==> src/rtl/response_picker.sv <==
// Reply picker between the command decoder and the word-bank ROM.
// When a request carries the selecting op_code, the picker draws word-bank indices
// from a free-running LFSR until it finds one that differs from the user's word.
// With NO_REPEAT set, the index must also differ from the previous reply.
// If MAX_RETRY draws are rejected, it emits a deterministic fallback index instead,
// so the reply latency stays bounded.
module response_picker #(
   parameter int unsigned          NUM_WORDS  = 7,
   parameter int unsigned          IDX_W      = 3,
   parameter int unsigned          OPCODE_W   = 11,
   parameter logic [OPCODE_W-1:0]  OPCODE_SEL = 11'b00000100000,
   parameter bit                   NO_REPEAT  = 1'b1,
   parameter logic [15:0]          LFSR_SEED  = 16'hACE1,
   parameter int unsigned          MAX_RETRY  = 4
) (
   input  logic                clk,
   input  logic                rst_n,
   input  logic                in_valid,
   output logic                in_ready,
   input  logic [OPCODE_W-1:0] op_code,
   input  logic [IDX_W-1:0]    in_idx,
   output logic                out_valid,
   input  logic                out_ready,
   output logic [IDX_W-1:0]    out_idx,
   output logic                out_fallbk
);

   localparam int unsigned      RETRY_W    = (MAX_RETRY > 1) ? $clog2(MAX_RETRY) : 1;
   localparam logic [IDX_W-1:0] NUM_IDX    = IDX_W'(NUM_WORDS);
   localparam logic [IDX_W-1:0] TOP_IDX    = IDX_W'(NUM_WORDS - 1);
   localparam logic [IDX_W-1:0] NONE_IDX   = '1;
   localparam logic [RETRY_W-1:0] RETRY_LAST = RETRY_W'(MAX_RETRY - 1);
   localparam logic [15:0]      LFSR_TAPS  = 16'hB400;

   typedef enum logic [1:0] {
      IDLE = 2'd0,
      DRAW = 2'd1,
      HOLD = 2'd2
   } state_e;

   state_e             state_q, state_d;
   logic [15:0]        lfsr_q, lfsr_d;
   logic [IDX_W-1:0]   ex_idx_q, ex_idx_d;
   logic [IDX_W-1:0]   last_idx_q, last_idx_d;
   logic [RETRY_W-1:0] retry_q, retry_d;
   logic [IDX_W-1:0]   out_idx_q, out_idx_d;
   logic               out_fallbk_q, out_fallbk_d;

   logic [IDX_W-1:0]   cand;
   logic               cand_reject;
   logic [IDX_W-1:0]   fb_first, fb_step, fb_idx;

   // Increment modulo NUM_WORDS for in-range bank indices.
   function automatic logic [IDX_W-1:0] inc_mod(input logic [IDX_W-1:0] v);
      return (v == TOP_IDX) ? '0 : v + IDX_W'(1);
   endfunction

   // Galois LFSR step; it runs every cycle regardless of FSM state.
   always_comb begin
      lfsr_d = lfsr_q[0] ? ((lfsr_q >> 1) ^ LFSR_TAPS) : (lfsr_q >> 1);
   end

   // Candidate filtering and the deterministic fallback choice.
   always_comb begin
      cand        = lfsr_q[IDX_W-1:0];
      cand_reject = (cand >= NUM_IDX) || (cand == ex_idx_q) ||
                    (NO_REPEAT && (cand == last_idx_q));
      // An out-of-range user word excludes nothing, so start the fallback at entry 0.
      fb_first    = (ex_idx_q < NUM_IDX) ? inc_mod(ex_idx_q) : '0;
      fb_step     = inc_mod(fb_first);
      fb_idx      = fb_first;
      if (NO_REPEAT && (fb_first == last_idx_q)) begin
         fb_idx = (fb_step == ex_idx_q) ? inc_mod(fb_step) : fb_step;
      end
   end

   // State register.
   always_ff @(posedge clk or negedge rst_n) begin
      if (!rst_n) begin
         state_q <= IDLE;
      end else begin
         // NOTE: sequential state uses non-blocking assignments so every flop samples pre-edge values.
         state_q <= state_d;
      end
   end

   // Datapath registers; every register gets a reset value, so a reset aborts a pending reply cleanly.
   always_ff @(posedge clk or negedge rst_n) begin
      if (!rst_n) begin
         lfsr_q       <= LFSR_SEED;
         ex_idx_q     <= NONE_IDX;
         last_idx_q   <= NONE_IDX;
         retry_q      <= '0;
         out_idx_q    <= '0;
         out_fallbk_q <= 1'b0;
      end else begin
         lfsr_q       <= lfsr_d;
         ex_idx_q     <= ex_idx_d;
         last_idx_q   <= last_idx_d;
         retry_q      <= retry_d;
         out_idx_q    <= out_idx_d;
         out_fallbk_q <= out_fallbk_d;
      end
   end

   // Next-state and datapath update logic.
   always_comb begin
      // NOTE: every _d holds its value by default, so no branch can infer a latch.
      state_d      = state_q;
      ex_idx_d     = ex_idx_q;
      last_idx_d   = last_idx_q;
      retry_d      = retry_q;
      out_idx_d    = out_idx_q;
      out_fallbk_d = out_fallbk_q;
      unique case (state_q)
         IDLE: begin
            // A request with another op_code is consumed and dropped.
            if (in_valid && (op_code == OPCODE_SEL)) begin
               ex_idx_d = in_idx;
               retry_d  = '0;
               state_d  = DRAW;
            end
         end
         DRAW: begin
            if (!cand_reject) begin
               out_idx_d    = cand;
               out_fallbk_d = 1'b0;
               state_d      = HOLD;
            end else if (retry_q == RETRY_LAST) begin
               out_idx_d    = fb_idx;
               out_fallbk_d = 1'b1;
               state_d      = HOLD;
            end else begin
               retry_d = retry_q + RETRY_W'(1);
            end
         end
         HOLD: begin
            if (out_ready) begin
               last_idx_d = out_idx_q;
               state_d    = IDLE;
            end
         end
         default: state_d = IDLE;
      endcase
   end

   // Handshake outputs decode straight from the state register (no comb path from out_ready).
   always_comb begin
      in_ready   = (state_q == IDLE);
      out_valid  = (state_q == HOLD);
      out_idx    = out_idx_q;
      out_fallbk = out_fallbk_q;
   end

endmodule
==> config.mk <==
export PLATFORM = sky130hd
export DESIGN_NAME = response_picker
export DESIGN_NICKNAME = d
export VERILOG_FILES = /design/src/rtl/response_picker.sv
export SDC_FILE = /design/constraint.sdc
export NUM_CORES = 1
export LEC_CHECK = 0
export CORE_MARGIN = 2
export CORE_UTILIZATION = 52
export CTS_CLUSTER_SIZE = 14
export DETAILED_ROUTE_END_ITERATION = 8
export GPL_ROUTABILITY_DRIVEN = 0
export PLACE_DENSITY = 0.78
export SLEW_MARGIN = 40
export SYNTH_ARGS = -nofsm -noshare
export SYNTH_HDL_FRONTEND = slang
export SYNTH_SLANG_ARGS = --single-unit
==> constraint.sdc <==
create_clock -name clk -period 2.1 [get_ports clk]
set_input_delay 0.315 -clock clk [delete_from_list [all_inputs] [get_ports clk]]
set_output_delay 0.315 -clock clk [all_outputs]
set_load 0.005 [all_outputs]
Word-level counts from Yosys, hierarchy flattened
Cells that the tools add are included.
{"block": "classes", "mux": 20, "n_eq_ne": 17, "div": 0, "n_bitwise": 1, "n_shift": 0, "n_reduce_logical": 10, "addsub": 4, "order_cmp": 2, "multipliers": 0}
{"cell": "3-bit two-way mux", "n": 8}
{"cell": "16-bit two-way mux", "n": 1}
{"cell": "2-bit two-way mux", "n": 7}
{"cell": "3-bit == test", "n": 4}
{"cell": "11-bit by 6-bit == test with 1-bit output (second input constant)", "n": 1}
{"cell": "3-bit by 1-bit adder with 3-bit output (second input constant)", "n": 3}
{"cell": "3-bit == test (second input constant)", "n": 3}
{"cell": "2-bit by 1-bit inequality test with 1-bit output (second input constant)", "n": 3}
{"cell": "2-bit case mux with 3 select lines", "n": 1}
{"cell": "2-bit AND reduction", "n": 3}
{"cell": "2-bit == test (second input constant)", "n": 2}
{"cell": "2-bit inequality test (second input constant)", "n": 2}
{"cell": "3-bit inverter with 4-bit output", "n": 1}
{"cell": "2-bit case mux with 2 select lines", "n": 1}
{"cell": "4-bit AND reduction", "n": 1}
{"cell": "3-bit greater-or-equal comparator (second input constant)", "n": 1}
{"cell": "3-bit < comparator (second input constant)", "n": 1}
{"cell": "3-bit inequality test (second input constant)", "n": 1}
{"cell": "3-bit AND reduction", "n": 1}
{"cell": "2-bit by 1-bit adder with 2-bit output (second input constant)", "n": 1}
{"cell": "2-bit by 1-bit == test with 1-bit output (second input constant)", "n": 1}
{"cell": "2-bit zero test", "n": 1}
{"cell": "1-bit logical OR", "n": 2}
{"cell": "1-bit two-way mux", "n": 2}
{"cell": "other kinds (2)", "n": 2}
{"block": "word_totals", "latch_bits": 0, "register_bits": 30, "ramBits": 0, "output_inout_bits": 6, "romBits": 0, "mem_count": 0, "word_cells": 61}

Depth between registers and ports, before layout
Gate-level depths: netlist of run 1.
{"block": "depth", "ltp_word": 11, "ltp_mapped": 6, "depth_no_buf": 5}

Least setup slack after synthesis of run 1
OpenSTA, ideal clock, no wires.
{"block": "synth_path", "path_kind": "flip-flop to flip-flop", "startpoint": "register lfsr_q[1]", "endpoint": "register retry_q[1]", "slack_ps": 378, "n_path_buf": 1, "period_less_slack_ps": 1722, "path_stages_with_launch": 7, "arrival_time_ps": 1643, "path_cell_list": "dfrtp_1 buf_6 xor2_1 or4_4 a21oi_4 o21a_2 mux2i_1"}
{"block": "synth_via", "elab_chain_len": 5, "elab_cells_between_ends": 7, "cone_classes": "order compare (1); eq/ne (3); reduce/logical (3)"}
{"element": "start: declaration", "line": "42", "rtl": "logic [15:0] lfsr_q, lfsr_d;"}
{"element": "start signal: assignment", "line": "97", "rtl": "lfsr_q <= lfsr_d;"}
{"element": "3-bit greater-or-equal comparator or 3-bit == test (tied branches)", "line": "66", "rtl": "cand_reject = (cand >= NUM_IDX) || (cand == ex_idx_q) ||"}
{"element": "1-bit logical OR", "line": "66"}
{"element": "1-bit logical OR *", "line": "66"}
{"element": "2-bit inequality test (no line) *"}
{"element": "4-bit AND reduction (no line) *"}
{"element": "end signal: assignment", "line": "100", "rtl": "retry_q <= retry_d;"}
{"element": "end: declaration", "line": "45", "rtl": "logic [RETRY_W-1:0] retry_q, retry_d;"}
Mark *: on every way between the ends. The rest lies on a longest branch, timed or not.
A chain may end at the register's enable or synchronous reset.

Worst setup path in the final report of run 1
Same ends and word-level chain as after synthesis.

==> results of run 1 <==
[through the flow]
step           cells    util  setup WS (ns)
2_1_floorplan    140       -         0.3782
3_3_place_gp     188  0.6320         0.2152
3_5_place_dp     188  0.6320         0.1151
4_1_cts          196  0.6510         0.1000
5_1_grt          200  0.6621         0.1038
6_report         200  0.6621         0.2093
[cells by family (layout without fill, tap and decap cells)]
kind of cell	Yosys count	count (layout)	synth area share
flops	30	30	0.5221
simple gates	47	47	0.1786
fa+ha+maj	1	1	0.008502
compound gates	34	34	0.1726
mux	3	3	0.02211
xor+xnor	7	7	0.04167
buf+inv	18	47	0.05442
[layout make-up]
class                   instances  area (um^2)  area share
multi-input cells              92        623.1      0.3473
clock inverters                 2        10.01    0.005579
repair buffers                 29        275.3      0.1534
clock buffers                   6        41.29     0.02301
well taps                      31        38.79     0.02162
flip-flops and latches         30        768.2      0.4282
inverters                      10        37.54     0.02092
[flip-flops by register name (all words and copies together), names as in the netlist]
signal	flops
out_idx	3
out_fallbk	1
ex_idx_q	3
last_idx_q	3
retry_q	2
lfsr_q	16
state_q	2
[path summary, 6_finish.rpt]
path / start / end / slack (ns) / cells after the start
hold / removal: rst_n / out_idx[1] / 0.36 / 2
hold reg to reg: lfsr_q[3] / lfsr_q[2] / 0.36 / 0
min in group clk: lfsr_q[3] / lfsr_q[2] / 0.36 / 0
setup / recovery: lfsr_q[1] / retry_q[1] / 0.21 / 5
setup reg to reg: lfsr_q[1] / retry_q[1] / 0.21 / 5
max in group asynchronous: rst_n / lfsr_q[11] / 1.43 / 2
[power by group]
part / total (mW) / leakage [nW] / switching [mW] / internal, mW
registers: 0.601 / 0.343 / 0.0126 / 0.589
clock network: 0.320 / 0.0320 / 0.193 / 0.127
logic: 0.0840 / 0.406 / 0.0346 / 0.0494
total: 1.01 / 0.781 / 0.240 / 0.765
[synthesized netlist by cell type (2+ instances only)]
cell	number
nor2_1	4
nand2b_1	3
dfrtp_1	16
inv_1	10
mux2_2	2
xor2_1	4
o211ai_1	5
nor2b_1	7
xnor2_1	3
o2111ai_1	2
a21oi_1	4
o31ai_1	2
nand2_1	16
nor3_1	2
nor3b_1	2
o22ai_1	2
nor4b_1	3
clkbuf_1	3
o21ai_0	8
dfstp_2	14
buf_2	3
[critical path: cells and delay by family, from the launching register on]
kind / cells / cell delay [ns]
multiplexers: 1 / 0.18
flip-flops: 1 / 0.49
AND/OR/NAND/NOR: 1 / 0.44
XOR/XNOR: 1 / 0.21
AO/OA/AOI/OAI: 2 / 0.49
[per-layer routing]
| layer | share of wire | up-vias | track usage | routed length, um |
|---|---|---|---|---|
| met2 | 0.48 | 32 | 0.3448 | 1489 |
| met5 | 0 | - | 0 | 0 |
| met4 | 0.030 | 0 | 0.1229 | 92 |
| li1 | - | 545 | - | - |
| met1 | 0.45 | 574 | 0.2887 | 1396 |
| met3 | 0.044 | 11 | 0.07483 | 138 |
==> flow_summary.json, run 1 <==
{
  "start_util": 0.5429,
  "grt_pass1_wl_mm": 5.485,
  "die_h_um": 57.20,
  "htree_levels": 2,
  "synth_top_area_frac": 0.2721,
  "track_usage": 0.2270,
  "via_per_inst": 5.810,
  "async_reset_ff_frac": 1.000,
  "final_area_mm2": 0.001794,
  "cts_tree": "built",
  "hold_class": "primary input to async pin",
  "clkSlewWorstSetupHoldPaths_ns": 0.09,
  "status": "completed",
  "critPathMaxFanout": 9,
  "n_fill_cell": 210,
  "wirelength_mm": 3.117,
  "post_cts_buffers": 0,
  "avgSynthCellArea_um2": 10.51,
  "synth.largest_area_cell": "dfrtp_1",
  "cap_violations": 0,
  "layout-drive-gt1-share": 0.2130,
  "dieArea_mm2": 0.003271,
  "setup_viol": 0,
  "grt_max_degree": 31,
  "total_power_mw": 1.005,
  "die_x_um": 57.20,
  "rsz0062_at_grt": "no",
  "ctsResizeCount": 0,
  "hold_ws_ns": 0.3567,
  "vias": 1162,
  "clock_path_buffers": 2,
  "antenna_cells": 0,
  "synth_seq_cells": 30,
  "final_hold_viol_count": 0,
  "clockRootBuffer": "clkbuf_4",
  "cp-end-kind": "register",
  "final.period_utilization": 0.9003,
  "synth.distinct_cells": 46,
  "boundaryPins": 24,
  "antenna_found_initial": 0,
  "path_cells": "xor2_1, or4_4, a21oi_4, o21a_2, mux2i_1",
  "grt_pass1_vias": 1220,
  "drc": 0,
  "max-vdd-ir-drop_mv": 0.5786,
  "core_area_mm2": 0.002710,
  "synth_nets": 159,
  "port_buffers": 23,
  "cp.required_ns": 2.34,
  "place_area_mm2": 0.001713,
  "gr-total-overflow": 0,
  "slew_headroom": 0.7033,
  "antenna_left": 0,
  "period_needed_ns": 1.891,
  "cts.sinks": 30,
  "drv_slew": 0,
  "cp_data_arrival_time_ns": 2.13,
  "area_delta_synth_final_pct": 21.94,
  "synth_area_mm2": 0.001471,
  "dp_hpwl_mm": 2.176,
  "num-nets-final": 187,
  "startpoint_type": "register",
  "yosysWarnings": 0,
  "drt_iter0_drc": 38,
  "synth_seq_area_share": 0.5221,
  "slowest_delay_ns": 0.49,
  "final_common_cell": "clkdlybuf4s50_1",
  "yosys-top-cells-area": "dfrtp_1 (27%), dfstp_2 (25%), nand2_1 (4.1%)",
  "synth_edf_count": 0,
  "most-common-layout-cells": "clkdlybuf4s50_1 (23), nand2_1 (16), dfrtp_1 (16), dfstp_2 (14), inv_1 (10)",
  "fmax_ghz": 0.5289,
  "tightest_slew_ns": 0.4438,
  "leakagePower_nw": 0.7814,
  "wire_per_inst_um": 15.59,
  "slowest_stage": "dfrtp_1",
  "fin_skew_ns": 0.008184,
  "synth-main-ff-cell": "dfrtp_1",
  "hold_buffers": 0,
  "clkLatencyLatePin_ns": 0.32,
  "critical_path_class": "register to register",
  "p_per_area_mw_per_mm2": 560.3,
  "cts_buffers": 5,
  "fin_tns_setup_ns": 0,
  "row_count": 19,
  "dr.pass1.iters": 4,
  "syn_inst": 140
}
Note: power is estimated with default switching activity, not from simulation.
==> run 2: changes to the inputs <==
--- a/config.mk
+++ b/config.mk
@@ -6,11 +6,11 @@
 export NUM_CORES = 1
 export LEC_CHECK = 0
 export CORE_MARGIN = 2
-export CORE_UTILIZATION = 52
+export CORE_UTILIZATION = 40
 export CTS_CLUSTER_SIZE = 14
 export DETAILED_ROUTE_END_ITERATION = 8
 export GPL_ROUTABILITY_DRIVEN = 0
-export PLACE_DENSITY = 0.78
+export PLACE_DENSITY = 0.63
 export SLEW_MARGIN = 40
 export SYNTH_ARGS = -nofsm -noshare
 export SYNTH_HDL_FRONTEND = slang
==> run 2 against run 1 <==
Compared with the run above:
- die area up 28%
- final cell count increased by 6.5%
- critical path type unchanged
- critical endpoint is now state_q[1]
- largest power group is now the clock network
- global-route usage fell by 5.7 points
==> flow_summary.json, run 2 (same netlist as run 1, synthesis figures left out) <==
{
  "boundaryPins": 24,
  "critical_path_class": "register to register",
  "most-common-layout-cells": "clkdlybuf4s50_1 (23), nand2_1 (16), dfrtp_1 (16), dfstp_2 (14), inv_1 (10)",
  "die_x_um": 64.65,
  "cp.required_ns": 2.27,
  "core_area_mm2": 0.003606,
  "cts.sinks": 30,
  "final_hold_viol_count": 0,
  "status": "completed",
  "hp-start": "lfsr_q[4]",
  "cp_data_arrival_time_ns": 2.12,
  "via_per_inst": 5.244,
  "antenna_found_initial": 0,
  "fin_tns_setup_ns": 0,
  "clock_path_buffers": 2,
  "final.period_utilization": 0.9292,
  "dp_hpwl_mm": 2.128,
  "post_cts_buffers": 0,
  "critPathMaxFanout": 15,
  "clkLatencyLatePin_ns": 0.28,
  "min_to": "lfsr_q[3]",
  "fmax_ghz": 0.5125,
  "grt_pass1_vias": 1161,
  "cts_tree": "built",
  "r2r-start": "ex_idx_q[1]",
  "max-vdd-ir-drop_mv": 0.4725,
  "hold_buffers": 0,
  "cap_violations": 0,
  "cp-end-kind": "register",
  "r2r_slack_ns": 0.15,
  "setup_viol": 0,
  "antenna_left": 0,
  "total_power_mw": 1.412,
  "ctsResizeCount": 0,
  "antenna_cells": 0,
  "vias": 1117,
  "drc": 0,
  "leakagePower_nw": 0.7989,
  "drv_slew": 0,
  "hold_class": "register to register",
  "grt_max_degree": 31,
  "tightest_slew_ns": 0.4645,
  "num-nets-final": 183,
  "timing.rr.end": "state_q[1]",
  "dieArea_mm2": 0.004180,
  "clockRootBuffer": "clkbuf_8",
  "fin_skew_ns": 0.004524,
  "cts_buffers": 5,
  "wirelength_mm": 3.012,
  "final_common_cell": "clkdlybuf4s50_1",
  "regMostFlops": "lfsr_q",
  "die_h_um": 64.65,
  "period_needed_ns": 1.951,
  "dr.pass1.iters": 4,
  "drt_iter0_drc": 61,
  "reg2reg_depth": 5,
  "p_per_area_mw_per_mm2": 752.3,
  "wire_per_inst_um": 14.14,
  "layout-drive-gt1-share": 0.2000,
  "start_util": 0.4080,
  "htree_levels": 2,
  "clkSlewWorstSetupHoldPaths_ns": 0.06,
  "port_buffers": 23,
  "slew_headroom": 0.6894,
  "grt_pass1_wl_mm": 5.319,
  "largest_reg_flops": 16,
  "gr-total-overflow": 0,
  "track_usage": 0.1696,
  "startpoint_type": "register",
  "min_path_cells": 0,
  "row_count": 22,
  "rsz0062_at_grt": "no",
  "area_delta_synth_final_pct": 27.55
}
[run 2: cell types whose count changed in the layout (fill, tap and decap cells not counted), sizes merged]
cell | previous run | this run
bufinv | 0 | 2
clkinv | 2 | 0
buf | 6 | 2
[run 2: metal layers]
layer  track usage  vias to the layer above  wire (um)
met1        0.2054                      547       1292
met5             0                        -          0
met2        0.2878                       33       1527
li1              -                      532          -
met3       0.04167                        5        141
met4       0.07181                        0         50
[run 2: through the flow]
stage	util	instance area, um^2	cells	hold WS [ns]	setup slack (ns)
after global routing	0.5205	1877	213	0.3646	0.05548
after floorplan	-	1471	140	0.01941	0.3782
after detailed placement	0.4809	1734	205	0.3365	0.1675
final	0.5205	1877	213	0.3531	0.1487
after CTS	0.5205	1877	213	0.3565	0.1562
after global placement	0.4809	1734	205	0.3359	0.2226
[run 2: worst max path at each step]
stage	start	slack [ns]	endpoint	cells after the start
5_1_grt	ex_idx_q[1]	0.06	state_q[1]	5
4_1_cts	ex_idx_q[1]	0.16	state_q[1]	5
6_report	ex_idx_q[1]	0.15	state_q[1]	5
3_5_place_dp	ex_idx_q[1]	0.17	state_q[1]	5
3_3_place_gp	ex_idx_q[1]	0.22	retry_q[1]	5
2_1_floorplan	lfsr_q[1]	0.38	retry_q[1]	6
[run 2: report_power, final]
| part | internal (mW) | leakage (nW) | switching (mW) |
|---|---|---|---|
| logic | 0.0487 | 0.385 | 0.0344 |
| clock network | 0.506 | 0.0714 | 0.220 |
| registers | 0.589 | 0.343 | 0.0132 |
| total | 1.14 | 0.799 | 0.268 |
[run 2: final cells by class]
cell class / count / area [um^2]
Inverter: 10 / 37.54
Multi-Input combinational cell: 92 / 623.1
Clock buffer: 6 / 82.58
Fill cell: 338 / 1729
Tap cell: 48 / 60.06
Sequential cell: 30 / 768.2
Clock inverter: 2 / 60.06
Timing Repair Buffer: 25 / 245.2
[run 2: critical path: stages, from the launching register on]
cell      delay [ns]
dfstp_2         0.68
xor2_1          0.10
or4_4           0.44
a21oi_4         0.29
o21bai_1        0.14
a22o_1          0.20
